==> config.mk <==
export PLATFORM = sky130hd
export DESIGN_NAME = nco_sweep_ctrl
export DESIGN_NICKNAME = d
export VERILOG_FILES = /design/src/rtl/nco_ctrl_pkg.sv /design/src/rtl/nco_sweep_step.sv /design/src/rtl/nco_sweep_ctrl.sv
export SDC_FILE = /design/constraint.sdc
export NUM_CORES = 1
export LEC_CHECK = 0
export BUFFER_PORTS_ARGS = -buffer_cell sky130_fd_sc_hd__buf_4
export CAP_MARGIN = 20
export CORE_UTILIZATION = 49
export CTS_CLUSTER_DIAMETER = 100
export DETAILED_ROUTE_END_ITERATION = 7
export GPL_TIMING_DRIVEN = 0
export HOLD_SLACK_MARGIN = 0.05
export PLACE_DENSITY = 0.84
export SLEW_MARGIN = 20
export SYNTH_ARGS = -nofsm -noshare
export SYNTH_HDL_FRONTEND = slang
export SYNTH_HIERARCHICAL = 1
export SYNTH_SLANG_ARGS = --single-unit
==> constraint.sdc <==
create_clock -name clk -period 5.3 [get_ports clk]
set_clock_uncertainty 0.1 [all_clocks]
set_input_delay 0.795 -clock clk [delete_from_list [all_inputs] [get_ports clk]]
set_output_delay 0.795 -clock clk [all_outputs]
set_load 0.01 [all_outputs]
==> src/rtl/nco_ctrl_pkg.sv <==
// Shared definitions for the NCO sweep controller: state encoding and default sizes.
package nco_ctrl_pkg;

  typedef enum logic [2:0] {
    ST_IDLE   = 3'd0,
    ST_SETTLE = 3'd1,
    ST_DWELL  = 3'd2,
    ST_NEXT   = 3'd3,
    ST_DONE   = 3'd4
  } state_e;

  localparam int DEF_APR = 32;
  localparam int DEF_LAT = 12;
  localparam int DEF_DWW = 16;
  localparam int DEF_SIW = 16;

  // Bits needed to hold the values 0..n.
  function automatic int cnt_w(input int n);
    return (n < 2) ? 1 : $clog2(n + 1);
  endfunction

endpackage

==> src/rtl/nco_sweep_step.sv <==
// Next-step adder for the sweep: cur + step in APR+1 bits, flags the final step.
module nco_sweep_step
  import nco_ctrl_pkg::*;
#(
  parameter int APR = DEF_APR
) (
  input  logic [APR-1:0] cur_i,
  input  logic [APR-1:0] step_i,
  input  logic [APR-1:0] stop_i,
  output logic [APR-1:0] nxt_o,
  output logic           last_o
);

  logic [APR:0] sum;

  assign sum    = {1'b0, cur_i} + {1'b0, step_i};
  assign nxt_o  = sum[APR-1:0];
  // A carry out must end the sweep rather than wrap to a low frequency.
  assign last_o = (step_i == '0) | sum[APR] | (sum[APR-1:0] > stop_i);

endmodule

==> src/rtl/nco_sweep_ctrl.sv <==
// Frequency sweep sequencer for the sine NCO: steps phi_inc, waits out the NCO
// pipeline, then holds each step for a programmed number of valid samples.
//
//   state  | meaning
//   IDLE   | waiting for start, NCO clock gated off
//   SETTLE | new increment applied, waiting out the NCO pipeline
//   DWELL  | counting valid samples at the current increment
//   NEXT   | pick next increment, restart, or finish
//   DONE   | one-cycle completion pulse
module nco_sweep_ctrl
  import nco_ctrl_pkg::*;
#(
  parameter int APR = DEF_APR,
  parameter int DWW = DEF_DWW,
  parameter int LAT = DEF_LAT,
  parameter int SIW = DEF_SIW
) (
  input  logic           clk,
  input  logic           reset,
  input  logic           start,
  input  logic           abort,
  input  logic           repeat_en,
  input  logic [APR-1:0] f_start,
  input  logic [APR-1:0] f_stop,
  input  logic [APR-1:0] f_step,
  input  logic [DWW-1:0] dwell,
  input  logic           nco_valid,
  output logic [APR-1:0] phi_inc_o,
  output logic           nco_clken_o,
  output logic           busy,
  output logic           done,
  output logic           sample_valid,
  output logic           step_strobe,
  output logic [SIW-1:0] step_idx
);

  localparam int SCW = cnt_w(LAT);

  state_e         state_q;
  logic [APR-1:0] phi_q, f_start_q, f_stop_q, f_step_q;
  logic [DWW-1:0] dwell_q, dw_cnt_q;
  logic [SCW-1:0] settle_q;
  logic [SIW-1:0] idx_q;
  logic           rep_q, clken_q, busy_q, done_q, sv_q, strobe_q;

  logic [APR-1:0] nxt_d;
  logic           last_d;

  nco_sweep_step #(.APR(APR)) u_step (
    .cur_i  (phi_q),
    .step_i (f_step_q),
    .stop_i (f_stop_q),
    .nxt_o  (nxt_d),
    .last_o (last_d)
  );

  always_ff @(posedge clk) begin
    if (reset) begin
      state_q   <= ST_IDLE;
      phi_q     <= '0;
      f_start_q <= '0;
      f_stop_q  <= '0;
      f_step_q  <= '0;
      dwell_q   <= '0;
      dw_cnt_q  <= '0;
      settle_q  <= '0;
      idx_q     <= '0;
      rep_q     <= 1'b0;
      clken_q   <= 1'b0;
      busy_q    <= 1'b0;
      done_q    <= 1'b0;
      sv_q      <= 1'b0;
      strobe_q  <= 1'b0;
    end else begin
      strobe_q <= 1'b0;
      done_q   <= 1'b0;
      if (abort && state_q != ST_IDLE) begin
        state_q <= ST_IDLE;
        busy_q  <= 1'b0;
        clken_q <= 1'b0;
        sv_q    <= 1'b0;
      end else begin
        case (state_q)
          ST_IDLE: begin
            if (start && !abort) begin
              f_start_q <= f_start;
              f_stop_q  <= f_stop;
              f_step_q  <= f_step;
              rep_q     <= repeat_en;
              dwell_q   <= (dwell == '0) ? DWW'(1) : dwell;
              phi_q     <= f_start;
              idx_q     <= '0;
              strobe_q  <= 1'b1;
              busy_q    <= 1'b1;
              clken_q   <= 1'b1;
              settle_q  <= SCW'(LAT);
              dw_cnt_q  <= '0;
              state_q   <= ST_SETTLE;
            end
          end
          ST_SETTLE: begin
            // The edge leaving SETTLE registers the first settled sample.
            if (settle_q == '0) begin
              sv_q     <= nco_valid;
              dw_cnt_q <= {{(DWW-1){1'b0}}, nco_valid};
              state_q  <= ST_DWELL;
            end else begin
              settle_q <= settle_q - SCW'(1);
            end
          end
          ST_DWELL: begin
            if (dw_cnt_q == dwell_q) begin
              sv_q    <= 1'b0;
              state_q <= ST_NEXT;
            end else begin
              sv_q <= nco_valid;
              if (nco_valid) dw_cnt_q <= dw_cnt_q + DWW'(1);
            end
          end
          ST_NEXT: begin
            if (!last_d || rep_q) begin
              phi_q    <= last_d ? f_start_q : nxt_d;
              idx_q    <= last_d ? '0 : idx_q + SIW'(1);
              strobe_q <= 1'b1;
              settle_q <= SCW'(LAT);
              dw_cnt_q <= '0;
              state_q  <= ST_SETTLE;
            end else begin
              done_q  <= 1'b1;
              state_q <= ST_DONE;
            end
          end
          ST_DONE: begin
            busy_q  <= 1'b0;
            clken_q <= 1'b0;
            state_q <= ST_IDLE;
          end
          default: state_q <= ST_IDLE;
        endcase
      end
    end
  end

  assign phi_inc_o    = phi_q;
  assign nco_clken_o  = clken_q;
  assign busy         = busy_q;
  assign done         = done_q;
  assign sample_valid = sv_q;
  assign step_strobe  = strobe_q;
  assign step_idx     = idx_q;

endmodule

**Yosys cells after proc, flatten, opt, wreduce, memory -nomap -nowiden**

Index checks and enable logic that the tools add are counted.
Widths: inputs -> output; s select.

- Flip-flop bits (word level): 188
- Input bits: 118
- Output and inout bits: 53

- $add $sub $neg: 4
- $lt $le $gt $ge: 1
- Equality and inequality tests: 12
- Muxes and demuxes: 32
- Bitwise gates (word level): 4
- Reduce and logical (&&, ||, !) cells: 24

Operator list:

| kind | number |
|---|---|
| $mux 16 | 8 |
| $mux 32 | 3 |
| $pmux 16 s4 | 1 |
| $pmux 32 s2 | 1 |
| $add 32x32->33 | 1 |
| $add 16x1->16 const B | 2 |
| $gt 32x32->1 | 1 |
| $logic_not 32->1 | 1 |
| $pmux 16 s2 | 1 |
| $eq 16x16->1 | 1 |
| $logic_not 16->1 | 1 |
| $ne 2x2->1 const B | 7 |
| $mux 3 | 4 |
| $mux 4 | 3 |
| $pmux 3 s4 | 1 |
| $pmux 4 s3 | 1 |
| $reduce_and 7->1 | 1 |
| $eq 3x2->1 const B | 2 |
| $mux 1 | 6 |
| $pmux 1 s2 | 3 |
| $reduce_and 3->1 | 2 |
| $reduce_bool 2->1 | 3 |
| $reduce_bool 3->1 | 2 |
| $reduce_and 5->1 | 1 |
| 15 further kinds | 20 |

**Longest topological paths before layout**

- Depth in word-level cells: 7
- Mapped depth: 26

**Cells and area by module**

The synthesis kept the hierarchy.

Modules (own cells, without submodules):

| module | instances | cells an instance | area an instance (µm²) | sequential area each (µm²) |
|---|---|---|---|---|
| nco_sweep_ctrl | 1 | 1,008 | 7,973.9 | 3,763.6 |
| nco_sweep_step | 1 | 394 | 2,765.2 | 0.0 |

**Least setup slack after synthesis**

No wires, ideal clock.

- Path type: register -> register
- Start point: reg phi_q[0] (netlist: phi_inc_o[0])
- End point: reg idx_q[10] (netlist: step_idx[10])
- Arrival: 5.302 ns
- Data required time: 5.130 ns
- Setup slack: -0.172 ns
- Stages on the path, launching flop included: 25
- Period minus slack after synthesis: 5.472 ns
- Cell sequence: dfxtp_1 ha_1 fa_1 a21o_1 a221oi_4 nor3b_2 nor4_2 nor3_1 or2_1 o211ai_1 ha_1 and2_0 a221o_1 a221oi_1 o21ai_0 a21oi_1 o2111ai_1 a41o_1 clkbuf_1 nor2b_1 o22a_1 nor2_2 nand2_1 or4_1 a21oi_1

- Word-level cells in the longest chain between the ends: 7
- Elaborated cells between the ends (all ways): 11
- Those cells by class: 1 x add/sub; 1 x order compare; 1 x eq/ne; 3 x mux; 2 x bitwise; 3 x reduce/logical

Ends and longest elaborated chain:

| what | RTL line | RTL |
|---|---|---|
| start: declaration | nco_sweep_ctrl.sv:40 | `logic [APR-1:0] phi_q, f_start_q, f_stop_q, f_step_q;` |
| start signal: assignment | nco_sweep_ctrl.sv:91 | `phi_q <= f_start;` |
| start signal: assignment | nco_sweep_ctrl.sv:122 | `phi_q <= last_d ? f_start_q : nxt_d;` |
| $add 32x32->33 * | nco_sweep_step.sv:16 | `assign sum = {1'b0, cur_i} + {1'b0, step_i};` |
| named net nxt_d[26] | nco_sweep_ctrl.sv:46 | `logic [APR-1:0] nxt_d;` |
| $gt 32x32->1 * | nco_sweep_step.sv:19 | `assign last_o = (step_i == '0) \| sum[APR] \| (sum[APR-1:0] > stop_i);` |
| $or 1x1->1 * | nco_sweep_step.sv:19 |  |
| named net last_d | nco_sweep_ctrl.sv:47 | `logic last_d;` |
| $logic_not 1->1 | nco_sweep_ctrl.sv:121 | `if (!last_d \|\| rep_q) begin` |
| $logic_or 1x1->1 | nco_sweep_ctrl.sv:121 |  |
| $ne 2x2->1 (no source line) | n/a |  |
| $reduce_and 4->1 (no source line) | n/a |  |
| end signal: assignment | nco_sweep_ctrl.sv:123 | `idx_q <= last_d ? '0 : idx_q + SIW'(1);` |
| end: declaration | nco_sweep_ctrl.sv:43 | `logic [SIW-1:0] idx_q;` |

The timed path passes the listed nets; every way through them passes the cells marked *. The select of a mux whose other input is x is not followed.
A chain may end at the register's enable or synchronous reset.

**Final worst setup path**

- Start point: reg f_step_q[0]
- End point: reg phi_q[0] (netlist: phi_inc_o[0])

- Word-level cells in the longest chain between the ends: 7
- Elaborated cells between the ends (all ways): 12
- Those cells by class: 1 x add/sub; 1 x order compare; 1 x eq/ne; 3 x mux; 2 x bitwise; 4 x reduce/logical

Ends and longest elaborated chain:

| what | RTL line | RTL |
|---|---|---|
| start: declaration | nco_sweep_ctrl.sv:40 |  |
| start signal: assignment | nco_sweep_ctrl.sv:88 | `f_step_q <= f_step;` |
| $add 32x32->33 * | nco_sweep_step.sv:16 |  |
| named net nxt_d[30] | nco_sweep_ctrl.sv:46 |  |
| $gt 32x32->1 * | nco_sweep_step.sv:19 |  |
| $or 1x1->1 * | nco_sweep_step.sv:19 |  |
| named net last_d | nco_sweep_ctrl.sv:47 |  |
| $logic_not 1->1 | nco_sweep_ctrl.sv:121 |  |
| $logic_or 1x1->1 | nco_sweep_ctrl.sv:121 |  |
| $ne 2x2->1 (no source line) | n/a |  |
| $reduce_and 4->1 (no source line) | n/a |  |

Marks and branches as above.

==> impl_metrics.toml <==
[route]
drt_pre_antenna_iters = 8
vias = 11700
wl_per_cell_um = 19.6
drc = 0
viasPerCell = 6.05
totalWireLength_mm = 37.8
antenna_left = 0
drt_iter0_drc = 1104

[clock_tree]
cts.htree.levels = 4
clk_pin_slew_ps = 80
cts.path.max_buffers = 2
cts_buffers = 17
clock_latency_ps = 450
clockRootBuffer = "clkbuf_16"
cts_tree = "done"
ctsHoldBuffers = 0
clock_sinks = 188

[cells_and_area]
layout.cells.non_filler = 1926
layout_commonest_cell = "nand2_1"
finish.utilization_pct = 66.9
post-route-cell-area_mm2 = 0.0142
insertedDiodeCount = 0
fillers = 1667
areaGrowthSynthToFinish_pct = 32.7
fin_nets = 1824
layout-drive-gt1-share_pct = 23.9
layout_common_cells = "nand2_1, buf_4, a21oi_1"

[placed_design]
place_congestion = 0.953
port_buffers = 170
dp_cells = 1847
post-dp-hpwl_mm = 25.3
placed_area_mm2 = 0.0124

[floorplanning]
die_area_mm2 = 0.0225
die_y_um = 150
start_util_pct = 50.4
io_pins = 171
core_area_mm2 = 0.0213
rows = 53
die_x_um = 150

[synthesis]
syn-cell-area_mm2 = 0.0107
synthArstFlopShare_pct = 0
synth_fp_nets = 1588
avgSynthCellArea_um2 = 7.66
ys_warn_count = 6
ys_ff_latch = 188
netlist_instances = 1402
seq_area_frac_synth_pct = 35.0
synth_edf_count = 0
synthFlopType = "dfxtp_1"
synth_cell_types = 80

[worst_setup_path]
end_kind = "flop"
ff2ff_setup_slack_ps = -560
required_ps = 5580
worstRegToRegCells = 24
cp_max_fo = 8
path_class = "reg2reg"
critPathLaunchType = "flop"
worstPathArrival_ps = 6140

[timing]
rsz0062_at_grt = "yes"
setup_violations = 70
worst_pin_slew_ps = 1100
min_period_over_period_pct = 111
maxSlewViolCount = 0
finalHoldViolations = 0
slew_headroom_pct = 26.7
fin_ws_ps = -563
clock.fmax_ghz = 0.171
timing.final.crit_period_ps = 5860

[global_routing]
grt_usage_pct = 32.5
antenna_found_initial = 0
grt_pass1_vias = 10800
grt_max_degree = 19
grt-ovfl-total = 0
grt_first_pass_wirelength_mm = 56.5

[pwr]
ir_drop_mv = 0.226
p_per_area_mw_per_mm2 = 316
total_leakage_power_nw = 5.93
p_total_mw = 4.50

[flow_run]
maxCapViolations = 0

[outcome]
status = "finished, violations left"
violations = "negative setup slack"

[hold_path]
hold_depth = 2
hold_class = "reg2reg"
-- where the power goes --
| part | internal, mW | switching, mW | total, mW |
|---|---|---|---|
| sequential | 1.51 | 0.0865 | 1.59 |
| clock | 0.729 | 0.640 | 1.37 |
| combinational | 0.665 | 0.877 | 1.54 |
| total | 2.90 | 1.60 | 4.50 |
-- repair_timing --
item	4_1_cts	5_1_grt
gates resized for setup	139	48
setup buffers	36	7
endpoints found under the setup margin	72	70
gates cloned	6	1
pin swaps	50	21
-- cells in the mapped netlist (3+ instances only) --
| cell | n | share of area, % |
|---|---|---|
| nand3_1 | 27 | 1.3 |
| a21oi_1 | 203 | 9.5 |
| mux2i_1 | 34 | 3.2 |
| nor2b_1 | 9 | 0.52 |
| o21ai_0 | 33 | 1.5 |
| nand2b_1 | 7 | 0.41 |
| and2_1 | 4 | 0.23 |
| nor2_1 | 128 | 4.5 |
| a21o_1 | 17 | 1.2 |
| o211a_1 | 3 | 0.28 |
| o211ai_1 | 11 | 0.77 |
| nor3_1 | 12 | 0.56 |
| o2111ai_1 | 6 | 0.49 |
| or3_1 | 6 | 0.35 |
| ha_1 | 67 | 7.8 |
| nor4_1 | 22 | 1.3 |
| dfxtp_1 | 188 | 35 |
| o21a_1 | 4 | 0.28 |
| a211oi_1 | 38 | 2.7 |
| a31oi_1 | 11 | 0.64 |
| inv_1 | 48 | 1.7 |
| clkbuf_1 | 67 | 2.3 |
| xnor2_1 | 21 | 1.7 |
| a311oi_1 | 4 | 0.33 |
| and4_1 | 8 | 0.65 |
| and3_1 | 8 | 0.47 |
| buf_2 | 13 | 0.61 |
| xor2_1 | 34 | 2.8 |
| or4_1 | 4 | 0.28 |
| nand4_1 | 17 | 0.99 |
| nand2_1 | 281 | 9.8 |
| or2_2 | 4 | 0.23 |
-- sequential cells by signal, summed over array words and instances, names as in the netlist, 3 cells and up --
register / cells
phi_inc_o: 32
f_stop_q: 32
step_idx: 16
dwell_q: 16
settle_q: 4
dw_cnt_q: 16
state_q: 3
f_step_q: 32
f_start_q: 32
-- final timing paths --
kind | start | to
max reg2reg | f_step_q[0] | phi_inc_o[0]
min | f_stop_q[19] | f_stop_q[19]
min reg2reg | f_stop_q[19] | f_stop_q[19]
max | f_step_q[0] | phi_inc_o[0]
-- layout make-up --
| cell class | instances | area, um^2 | area share (%) |
|---|---|---|---|
| clock inverter | 14 | 178 | 1.25 |
| sequential | 188 | 3770 | 26.5 |
| buffer | 81 | 487 | 3.42 |
| inverter | 48 | 180 | 1.26 |
| clock buffer | 18 | 439 | 3.08 |
| multi-input combinational | 1082 | 7080 | 49.7 |
| timing repair buffer | 220 | 1770 | 12.4 |
| tap | 275 | 344 | 2.42 |
-- per-layer routing --
| metal | global-route usage (%) | wire [um] | up-vias |
|---|---|---|---|
| li1 | - | - | 5371 |
| met1 | 40.5 | 14800 | 5389 |
| met2 | 54.7 | 17700 | 729 |
| met3 | 5.30 | 3450 | 170 |
| met4 | 14.8 | 1750 | 0 |
| met5 | 0 | 0 | - |
-- critical path, stage by stage (launching register included) --
cell and delay (ps):
dfxtp_4 360, ha_4 160, fa_2 330, a21o_1 200
a221oi_4 380, o211a_1 230, o2111ai_2 160, a311oi_2 350
o221ai_2 160, xor2_1 200, ha_1 310, and4_1 210
nand4_1 230, nor4_4 430, and3_4 250, o2111ai_2 110
a41o_2 320, nor2b_4 160, o22a_4 220, nand2b_4 190
buf_12 190, clkbuf_16 170, a211oi_2 200, a21oi_1 80
nor2_1 80
-- logic make-up (layout without fill, tap and decap cells) --
group                    Yosys count  in the layout  synth area share [%]
XOR/XNOR                          55             55                  4.49
multiplexers                      35             35                  3.27
flip-flops                       188            188                  35.0
buffers and inverters            132            381                  4.81
AND/OR/NAND/NOR                  560            560                  23.6
AO/OA/AOI/OAI                    364            364                  20.8
adder cells (fa/ha/maj)           68             68                  7.99
-- stage by stage --
| stage | worst slack [ps] | TNS [ps] | hold slack (ps) |
|---|---|---|---|
| final | -563 | -31060 | 356 |
| after global routing | -676 | -39880 | 373 |
| after floorplan | 6.16 | 0 | 336 |
| after detailed placement | -1450 | -85590 | 348 |
| after global placement | -1420 | -83800 | 342 |
| after CTS | -309 | -12770 | 358 |
Note: power is estimated with default switching activity, not from simulation.
